<file path="config.mk">
export PLATFORM = sky130hd
export DESIGN_NAME = vga_pattern_gen
export DESIGN_NICKNAME = d
export VERILOG_FILES = /design/src/rtl/vga_pattern_gen.sv
export SDC_FILE = /design/constraint.sdc
export NUM_CORES = 1
export LEC_CHECK = 0
export BUFFER_PORTS_ARGS = -buffer_cell sky130_fd_sc_hd__buf_2
export CORE_MARGIN = 3
export CORE_UTILIZATION = 40
export DETAILED_ROUTE_END_ITERATION = 8
export SYNTH_ARGS = -nofsm -noshare
export SYNTH_HDL_FRONTEND = slang
export SYNTH_SLANG_ARGS = --single-unit
</file>
<file path="constraint.sdc">
create_clock -name clk_i -period 3 [get_ports clk_i]
set_input_delay 0.45 -clock clk_i [delete_from_list [all_inputs] [get_ports clk_i]]
set_output_delay 0.45 -clock clk_i [all_outputs]
set_load 0.02 [all_outputs]
</file>
<file path="src/rtl/vga_pattern_gen.sv">
// Selectable VGA test-pattern source: bars, checkerboard, ramp, solid cycle, moving bar.
// Define PATTERN_AUTO_CYCLE_EN to advance the pattern automatically every AUTO_FRAMES frames.
module vga_pattern_gen #(
  parameter int HSZ         = 10,
  parameter int VSZ         = 9,
  parameter int HRES        = 640,
  parameter int PIX_SZ      = 4,
  parameter int AUTO_FRAMES = 120
) (
  input  logic              clk_i,
  input  logic              rst_i,
  input  logic [HSZ-1:0]    hcount_i,
  input  logic [VSZ-1:0]    vcount_i,
  input  logic              de_i,
  input  logic              hsync_i,
  input  logic              vsync_i,
  input  logic              next_i,
  output logic [PIX_SZ-1:0] r_o,
  output logic [PIX_SZ-1:0] g_o,
  output logic [PIX_SZ-1:0] b_o,
  output logic              hsync_o,
  output logic              vsync_o,
  output logic              de_o,
  output logic [2:0]        mode_o
);

  localparam int BAR_W = HRES / 8;
  localparam int CW    = 3 * PIX_SZ;
  localparam logic [PIX_SZ-1:0] MAX = '1;
  localparam logic [PIX_SZ-1:0] ZER = '0;

  logic [2:0]    mode;
  logic          pending;
  logic [7:0]    frame_cnt;
  logic          fs;
  logic          adv_req;
  logic          advance;
  logic [CW-1:0] color_p0;
  logic [CW-1:0] color_p1;
  logic          de_p1, hsync_p1, vsync_p1;
  logic [CW-1:0] color_p2;
  logic          de_p2, hsync_p2, vsync_p2;

  function automatic logic [CW-1:0] bar_color(input logic [HSZ-1:0] h);
    logic [HSZ-1:0] k;
    k = h / HSZ'(BAR_W);
    case (k)
      HSZ'(0):  bar_color = {MAX, MAX, MAX};
      HSZ'(1):  bar_color = {MAX, MAX, ZER};
      HSZ'(2):  bar_color = {ZER, MAX, MAX};
      HSZ'(3):  bar_color = {ZER, MAX, ZER};
      HSZ'(4):  bar_color = {MAX, ZER, MAX};
      HSZ'(5):  bar_color = {MAX, ZER, ZER};
      HSZ'(6):  bar_color = {ZER, ZER, MAX};
      default:  bar_color = {ZER, ZER, ZER};
    endcase
  endfunction

  function automatic logic [CW-1:0] solid_color(input logic [1:0] sel);
    case (sel)
      2'd0:    solid_color = {MAX, ZER, ZER};
      2'd1:    solid_color = {ZER, MAX, ZER};
      2'd2:    solid_color = {ZER, ZER, MAX};
      default: solid_color = {MAX, MAX, MAX};
    endcase
  endfunction

  assign fs = (hcount_i == '0) && (vcount_i == '0);

`ifdef PATTERN_AUTO_CYCLE_EN
  logic [7:0] auto_cnt;
  logic       auto_hit;

  assign auto_hit = (auto_cnt == 8'(AUTO_FRAMES - 1));

  always_ff @(posedge clk_i) begin
    if (rst_i) begin
      auto_cnt <= '0;
    end else if (fs) begin
      auto_cnt <= auto_hit ? 8'd0 : auto_cnt + 8'd1;
    end
  end

  assign adv_req = pending | next_i | auto_hit;
`else
  assign adv_req = pending | next_i;
`endif

  // A request arriving on the FS cycle is taken immediately, so it never lingers as pending.
  assign advance = fs & adv_req;

  always_ff @(posedge clk_i) begin
    if (rst_i) begin
      mode      <= 3'd0;
      pending   <= 1'b0;
      frame_cnt <= 8'd0;
    end else begin
      if (fs) frame_cnt <= frame_cnt + 8'd1;
      if (advance) begin
        mode    <= (mode == 3'd4) ? 3'd0 : mode + 3'd1;
        pending <= 1'b0;
      end else if (next_i) begin
        pending <= 1'b1;
      end
    end
  end

  always_comb begin
    color_p0 = '0;
    case (mode)
      3'd0: color_p0 = bar_color(hcount_i);
      3'd1: color_p0 = (hcount_i[5] ^ vcount_i[5]) ? '1 : '0;
      3'd2: color_p0 = {3{hcount_i[PIX_SZ+5:6]}};
      3'd3: color_p0 = solid_color(frame_cnt[7:6]);
      3'd4: color_p0 = (hcount_i[9:4] == frame_cnt[5:0]) ? '1 : '0;
      default: color_p0 = '0;
    endcase
  end

  // Stage 1: pattern colour and timing flags
  always_ff @(posedge clk_i) begin
    if (rst_i) begin
      color_p1 <= '0;
      de_p1    <= 1'b0;
      hsync_p1 <= 1'b0;
      vsync_p1 <= 1'b0;
    end else begin
      color_p1 <= color_p0;
      de_p1    <= de_i;
      hsync_p1 <= hsync_i;
      vsync_p1 <= vsync_i;
    end
  end

  // Stage 2: blanking and output registers
  always_ff @(posedge clk_i) begin
    if (rst_i) begin
      color_p2 <= '0;
      de_p2    <= 1'b0;
      hsync_p2 <= 1'b0;
      vsync_p2 <= 1'b0;
    end else begin
      color_p2 <= de_p1 ? color_p1 : '0;
      de_p2    <= de_p1;
      hsync_p2 <= hsync_p1;
      vsync_p2 <= vsync_p1;
    end
  end

  assign r_o     = color_p2[CW-1 -: PIX_SZ];
  assign g_o     = color_p2[2*PIX_SZ-1 -: PIX_SZ];
  assign b_o     = color_p2[PIX_SZ-1:0];
  assign de_o    = de_p2;
  assign hsync_o = hsync_p2;
  assign vsync_o = vsync_p2;
  assign mode_o  = mode;

endmodule
</file>
Word level (Yosys, flattened, before mapping)
Index checks and enable logic that the tools add are counted.

storage, ports and cells
  register bits = 42
  input bits = 25
  output and inout bits = 18

operators by class
  add/sub/neg operators = 2
  div/mod/pow operators = 1
  eq/ne operators = 13
  muxes and demuxes = 6
  bitwise logic cells = 4
  reduce and logical (&&, ||, !) cells = 8

operators with widths
  kind                                                   count
  one-hot mux 12 bit (7 select lines)                    1
  one-hot mux 12 bit (5 select lines)                    1
  one-hot mux 12 bit (3 select lines)                    1
  equality test 10 x 3 -> 1 bit (second input constant)  3
  2-to-1 mux 12 bit                                      2
  equality test 10 x 2 -> 1 bit (second input constant)  2
  zero test 10 bit                                       2
  divider 10 x 7 -> 10 bit (second input constant)       1
  equality test 10 x 1 -> 1 bit (second input constant)  1
  zero test 9 bit                                        1
  adder 8 x 1 -> 8 bit (second input constant)           1
  equality test 3 x 2 -> 1 bit (second input constant)   2
  equality test 6 bit                                    1
  OR reduction 2 bit                                     2
  adder 3 x 1 -> 3 bit (second input constant)           1
  equality test 3 x 1 -> 1 bit (second input constant)   1
  equality test 3 bit (second input constant)            1
  zero test 3 bit                                        1
  2-to-1 mux 3 bit                                       1
  equality test 2 x 1 -> 1 bit (second input constant)   1
  equality test 2 bit (second input constant)            1
  zero test 2 bit                                        1
  bitwise AND 1 bit                                      1
  logical AND 1 bit                                      1
  3 further kinds                                        3

Longest topological paths before layout
Gate-level depths: netlist of run 1.

  depth in word-level cells = 4
  mapped depth = 7
  mapped depth without buffers = 7

Least setup slack after synthesis of run 1
OpenSTA, ideal clock, no wires.

  kind = input port to flip-flop
  start = input hcount_i[1]
  end = register mode[0] (netlist: mode_o[0])
  data arrival time = 1.716 ns
  required time = 2.913 ns
  path slack = 1.197 ns
  stages on the path = 5
  path buffers = 0
  path through = nor4_4 > nand4_4 > nor3_4 > or4b_1 > o31ai_1

between the ends
  word-level cells in the longest chain between the ends = 3

ends and longest elaborated chain
  what                  line  source
  start, declared       12    input logic [HSZ-1:0] hcount_i,
  zero test 10 bit      68    assign fs = (hcount_i == '0) && (vcount_i == '0);
  logical AND 1 bit     68
  bitwise AND 1 bit     90    assign advance = fs & adv_req;
  end signal, assigned  100   mode <= (mode == 3'd4) ? 3'd0 : mode + 3'd1;
  end, declared         32    logic [2:0] mode;

No other way between the ends.
A chain may end at the register's enable or synchronous reset.

Final worst setup path of run 1
  start = register mode[0] (netlist: mode_o[0])
  end = register color_p1[10]

between the ends
  word-level cells in the longest chain between the ends = 2

ends and longest elaborated chain
  what                                               line  source
  equality test 3 bit, or another cell as far along  110   case (mode)
  one-hot mux 12 bit (5 select lines) *              110
  end signal, assigned                               128   color_p1 <= color_p0;
  end, declared                                      39    logic [CW-1:0] color_p1;

Every way passes the cells marked *; elsewhere a longest branch is shown, timed or not.

==> results of run 1 <==
## worst max-delay path: cells and delay by family (launching register included)
| kind | cells | cell delay, ps |
|---|---|---|
| AO/OA/AOI/OAI | 2 | 650 |
| flip-flops | 1 | 400 |
| AND/OR/NAND/NOR | 3 | 400 |
| adder cells (fa/ha/maj) | 1 | 250 |
| buffers and inverters | 1 | 100 |
## registers in the layout (all words and copies together) (netlist names), 3 cells and up
register   count
mode_o         3
color_p1      12
frame_cnt      8
color_p2      12
## worst paths after layout
path	from	to	slack [ps]
worst max-delay path	mode_o[0]$_SDFFE_PP0P_	color_p1[10]$_SDFF_PP0_	1070
worst min-delay path	hsync_i	hsync_p1$_SDFF_PP0_	370
worst max register to register	mode_o[0]$_SDFFE_PP0P_	color_p1[10]$_SDFF_PP0_	1070
worst min register to register	color_p1[1]$_SDFF_PP0_	color_p2[1]$_SDFF_PP0_	430
## through the flow
stage               std cells  area, um2  worst slack, ps
floorplan                 205       1924             1197
global placement          288       2156            986.8
detailed placement        288       2156            938.7
CTS                       296       2266             1085
global route              296       2266            917.4
finish                    296       2266             1072
## cells in the mapped netlist
cell type / count / area [um2]
nand4_4: 1 / 21.27
a32oi_1: 1 / 8.760
o2111ai_1: 1 / 8.760
nor3_1: 4 / 20.02
o22ai_1: 1 / 6.260
a21oi_1: 13 / 65.06
nor3_4: 1 / 16.27
ha_1: 9 / 112.6
a211oi_1: 2 / 15.01
o21ai_0: 12 / 60.06
o21a_1: 2 / 15.01
a2111o_1: 1 / 11.26
buf_2: 2 / 10.01
a21o_1: 1 / 7.510
and2_1: 13 / 81.33
nor4_4: 2 / 42.54
nor3b_1: 4 / 30.03
and3_1: 1 / 6.260
nor2_2: 1 / 6.260
clkbuf_1: 9 / 33.78
a31oi_1: 2 / 12.51
inv_1: 9 / 33.78
nor2b_1: 8 / 50.05
dfxtp_1: 42 / 840.8
nor3_2: 1 / 10.01
and3b_1: 2 / 17.52
mux2i_1: 2 / 20.02
nor2_1: 15 / 56.30
o211ai_1: 1 / 7.510
nand4_1: 3 / 18.77
o31ai_1: 1 / 7.510
xnor2_1: 10 / 87.58
nand3_1: 5 / 25.02
nand2_1: 6 / 22.52
nand2_2: 1 / 6.260
nand2b_1: 2 / 12.51
or4b_1: 1 / 10.01
nor4_1: 4 / 25.02
nor4_2: 1 / 12.51
a2111oi_0: 3 / 26.28
xor2_1: 5 / 43.79
## layer usage
metal  GRT usage (%)  vias to the layer above  wire (um)
met1           16.79                      660       1649
met5               0                        -          0
met3           3.826                        2        156
met4           4.272                        0         15
met2           23.97                       30       1716
li1                -                      787          -
## cell type report
type / instances / area share, %
Sequential cell: 42 / 37.11
Timing Repair Buffer: 42 / 9.277
Inverter: 9 / 1.491
Clock inverter: 2 / 1.657
Multi-Input combinational cell: 143 / 44.40
Clock buffer: 6 / 3.203
Tap cell: 52 / 2.871
## logic make-up (layout without fill, tap and decap cells)
| family | Yosys count | after routing | synth area share, % |
|---|---|---|---|
| adder cells (fa/ha/maj) | 9 | 9 | 5.852 |
| AND/OR/NAND/NOR | 76 | 76 | 25.49 |
| flip-flops | 42 | 42 | 43.69 |
| AO/OA/AOI/OAI | 41 | 41 | 13.07 |
| XOR/XNOR | 15 | 15 | 6.827 |
| multiplexers | 2 | 2 | 1.040 |
| buffers and inverters | 20 | 59 | 4.031 |
## power by group
part,switching (uW),leakage [uW],internal [uW]
clock network,185,0.0000514,248
registers,2.67,0.000342,574
logic,51.7,0.000537,34.0
total,239,0.000931,856
==> results.json, run 1 <==
{
  "outcome": "completed",
  "ir_worst_vdd_mv": 0.3438,
  "holdWs_ps": 368.4,
  "min_path_cells": 2,
  "root_buffer": "clkbuf_8",
  "max_stage_delay_ps": 500,
  "maxCapViolCount": 0,
  "drive_above_1_share_pct": 23.36,
  "place.gp.congestion": 0.8173,
  "relSlewSlack_pct": 62.04,
  "clk_path_buf_depth": 2,
  "routed_wl_mm": 3.538,
  "cp-start-kind": "register",
  "fin_nets": 277,
  "period_needed_ps": 1928,
  "postSynthCellCount": 205,
  "fmax_mhz": 518.6,
  "critPathKind": "register to register",
  "diodes": 0,
  "most-common-layout-cells": "dfxtp_1, buf_2, nor2_1, a21oi_1, and2_1",
  "syn_nets": 239,
  "row_count": 24,
  "powerDensity_mw_per_mm2": 483.2,
  "slowest_stage": "a211oi_1",
  "hold_viol_final": 0,
  "area_growth_pct": 17.75,
  "multi_input_area_mm2": 0.001006,
  "die_x_um": 75.36,
  "viasPerCell": 4.997,
  "drcViolationCount": 0,
  "fp.dieH_um": 75.36,
  "finalMaxSlewViolations": 0,
  "htree_num_levels": 2,
  "cts_tree": "done",
  "netlist_area_mm2": 0.001924,
  "grt_pass1_wl_mm": 6.120,
  "postCtsHoldBufs": 0,
  "tightestPinTransition_ps": 568.2,
  "fin_setup_tns_ps": 0,
  "fin_crit_sh_pct": 64.28,
  "post_drt_wl_per_cell_um": 11.95,
  "ff2ff_path_depth": 7,
  "post_cts_resized": 0,
  "clkLatencyLatePin_ps": 280,
  "core_area_mm2": 0.004504,
  "cellLeakagePower_uw": 0.0009309,
  "drtPass1Iterations": 4,
  "cp.required_ps": 3160,
  "antenna_found_initial": 0,
  "postRouteAntennaNets": 0,
  "setup_violations": 0,
  "finalClockSkew_ps": 5.825,
  "dieArea_mm2": 0.005679,
  "dpl.hpwl_mm": 2.593,
  "rsz0062_at_grt": "false",
  "io_pins": 43,
  "grt_pass1_vias": 1394,
  "postCtsSetupBuffers": 0,
  "initial_core_util_pct": 42.72,
  "path_clk_slew_ps": 80,
  "final_core_util_pct": 50.31,
  "yosysWarningCount": 0,
  "cts_buffers": 5,
  "worst_ep_arrival_time_ps": 2080,
  "ys_ff_latch": 42,
  "synth_cell_types": 41,
  "grt_overflow": 0,
  "finalPower_uw": 1095,
  "grt_max_degree": 22,
  "ff_latch_area_um2": 840.8,
  "endpoint_kind": "register",
  "syn_area_per_cell_um2": 9.387,
  "path_max_fanout": 6,
  "grt_util_all_layers_pct": 13.88,
  "clock-sinks": 42,
  "io_buffers": 42,
  "vias": 1479,
  "drtIter0Drc": 42,
  "cp_cell_sequence": "inv_1 -> ha_1 -> and2_1 -> nand4_1 -> nor4_2 -> a211oi_1 -> a21oi_1",
  "hp-class": "primary input to register",
  "fillers": 437,
  "yosysSeqAreaShare_pct": 43.69
}
Note: power is estimated with default switching activity, not from simulation.
==> run 2, diff against run 1 <==
==> constraint.sdc (replaced) <==
create_clock -name clk_i -period 1.9 [get_ports clk_i]
set_input_delay 0.285 -clock clk_i [delete_from_list [all_inputs] [get_ports clk_i]]
set_output_delay 0.285 -clock clk_i [all_outputs]
set_load 0.02 [all_outputs]
==> results.json, run 2 (synthesized netlist as in run 1, its figures left out) <==
{
  "pwr-share-clk_pct": 39.1,
  "post_drt_wl_per_cell_um": 11.57,
  "row_count": 24,
  "drtIter0Drc": 20,
  "place.gp.congestion": 0.8379,
  "die_x_um": 75.36,
  "routed_wl_mm": 3.565,
  "diodes": 0,
  "area_growth_pct": 23.02,
  "fin_crit_sh_pct": 90.12,
  "fmax_mhz": 584.0,
  "drive_above_1_share_pct": 27.34,
  "hp-class": "primary input to register",
  "sequentialPowerShare_pct": 52.5,
  "setup_violations": 0,
  "combPwrFrac_pct": 8.5,
  "outcome": "completed",
  "htree_num_levels": 2,
  "drtPass1Iterations": 4,
  "multi_input_area_mm2": 0.001015,
  "ff_latch_area_um2": 840.8,
  "grt_util_met2_pct": 24.26,
  "gr-usage-met1_pct": 15.42,
  "io_buffers": 42,
  "drcViolationCount": 0,
  "finalMaxSlewViolations": 0,
  "clk_path_buf_depth": 2,
  "grt_max_degree": 21,
  "top_usage_layer": "met2",
  "cts_buffers": 5,
  "post_cts_resized": 0,
  "p_sw_uw": 373.5,
  "postCtsHoldBufs": 0,
  "finalClockSkew_ps": 4.068,
  "worst_ep_arrival_time_ps": 1870,
  "fillers": 421,
  "fp.dieH_um": 75.36,
  "critPathKind": "register to register",
  "fin_setup_tns_ps": 0,
  "grt_use_met3_pct": 3.958,
  "rsz0062_at_grt": "false",
  "viasPerCell": 4.977,
  "period_needed_ps": 1712,
  "relSlewSlack_pct": 62.48,
  "grt_util_all_layers_pct": 13.59,
  "path_max_fanout": 6,
  "top_regs": "color_p1 x12, color_p2 x12, frame_cnt x8",
  "finalPower_uw": 1734,
  "postCtsSetupBuffers": 0,
  "fin_nets": 289,
  "cp.required_ps": 2050,
  "tightestPinTransition_ps": 561.6,
  "hold_viol_final": 0,
  "maxCapViolCount": 0,
  "vias": 1533,
  "cellLeakagePower_uw": 0.001001,
  "powerDensity_mw_per_mm2": 732.6,
  "switching_share_pct": 21.54,
  "cp-start-kind": "register",
  "endpoint_kind": "register",
  "initial_core_util_pct": 42.72,
  "ir_worst_vdd_mv": 0.6349,
  "core_area_mm2": 0.004504,
  "grt_overflow": 0,
  "dpl.hpwl_mm": 2.726,
  "grt_pass1_vias": 1404,
  "most-common-layout-cells": "dfxtp_1, buf_2, nor2_1, a21oi_1, and2_1",
  "intPower_uw": 1361,
  "postRouteAntennaNets": 0,
  "root_buffer": "clkbuf_8",
  "io_pins": 43,
  "clkLatencyLatePin_ps": 280,
  "clock-sinks": 42,
  "cts_tree": "done",
  "path_clk_slew_ps": 80,
  "dieArea_mm2": 0.005679,
  "antenna_found_initial": 0,
  "grt_pass1_wl_mm": 6.120
}
-- run 2: changes by cell type in the layout (fill, tap and decap cells not counted), sizes merged --
| cell | before | now |
|---|---|---|
| buf | 42 | 54 |
| clkinv | 0 | 1 |
| clkinvlp | 1 | 0 |
| inv | 9 | 10 |
| clkbuf | 6 | 5 |
-- run 2: path summary, 6_finish.rpt --
kind / from / to / slack [ps] / cells after the start
worst max register to register: mode_o[0]$_SDFFE_PP0P_ / color_p1[0]$_SDFF_PP0_ / 190 / 7
worst min-delay path: hsync_i / hsync_p1$_SDFF_PP0_ / 210 / 2
worst min register to register: color_p1[3]$_SDFF_PP0_ / color_p2[3]$_SDFF_PP0_ / 430 / 1
worst max-delay path: mode_o[0]$_SDFFE_PP0P_ / color_p1[0]$_SDFF_PP0_ / 190 / 7
-- run 2: cell type report --
cell class              count  share of cell area [%]
flip-flops and latches     42                   35.52
inverters                   9                   1.427
clock inverters             3                   1.850
clock buffers               5                   2.907
repair buffers             54                   12.68
multi-input cells         143                   42.86
well taps                  52                   2.748
-- run 2: metal layers --
metal  vias up  wire (um)
met4         0         62
met1       687       1556
met3         8        164
met2        32       1782
li1        806          -
met5         -          0
-- run 2: critical path, stage by stage (launching register included) --
cell and delay [ps]:
dfxtp_1 330, inv_1 50, ha_1 230, and2_1 190, nand4_1 140, nor4_4 70, a2111oi_0 440, o21ai_0 140
-- run 2: power groups by stage --
stage / Clock [uW] / Sequential, uW / Combinational [uW]
2_1_floorplan: 0 / 938 / 76.9
3_3_place_gp: 0 / 930 / 145
3_5_place_dp: 0 / 931 / 146
4_1_cts: 707 / 910 / 147
5_1_grt: 744 / 912 / 163
6_report: 677 / 910 / 147
-- run 2: metrics by stage --
step,worst slack [ps],util (%),hold slack [ps],instances,instance area [um2]
CTS,135.8,52.36,197.0,308,2359
finish,187.7,52.56,206.3,308,2367
floorplan,160.8,-,405.7,205,1924
detailed placement,118.4,49.86,409.7,300,2246
global placement,143.5,49.86,409.9,300,2246
global route,20.38,52.56,205.7,308,2367
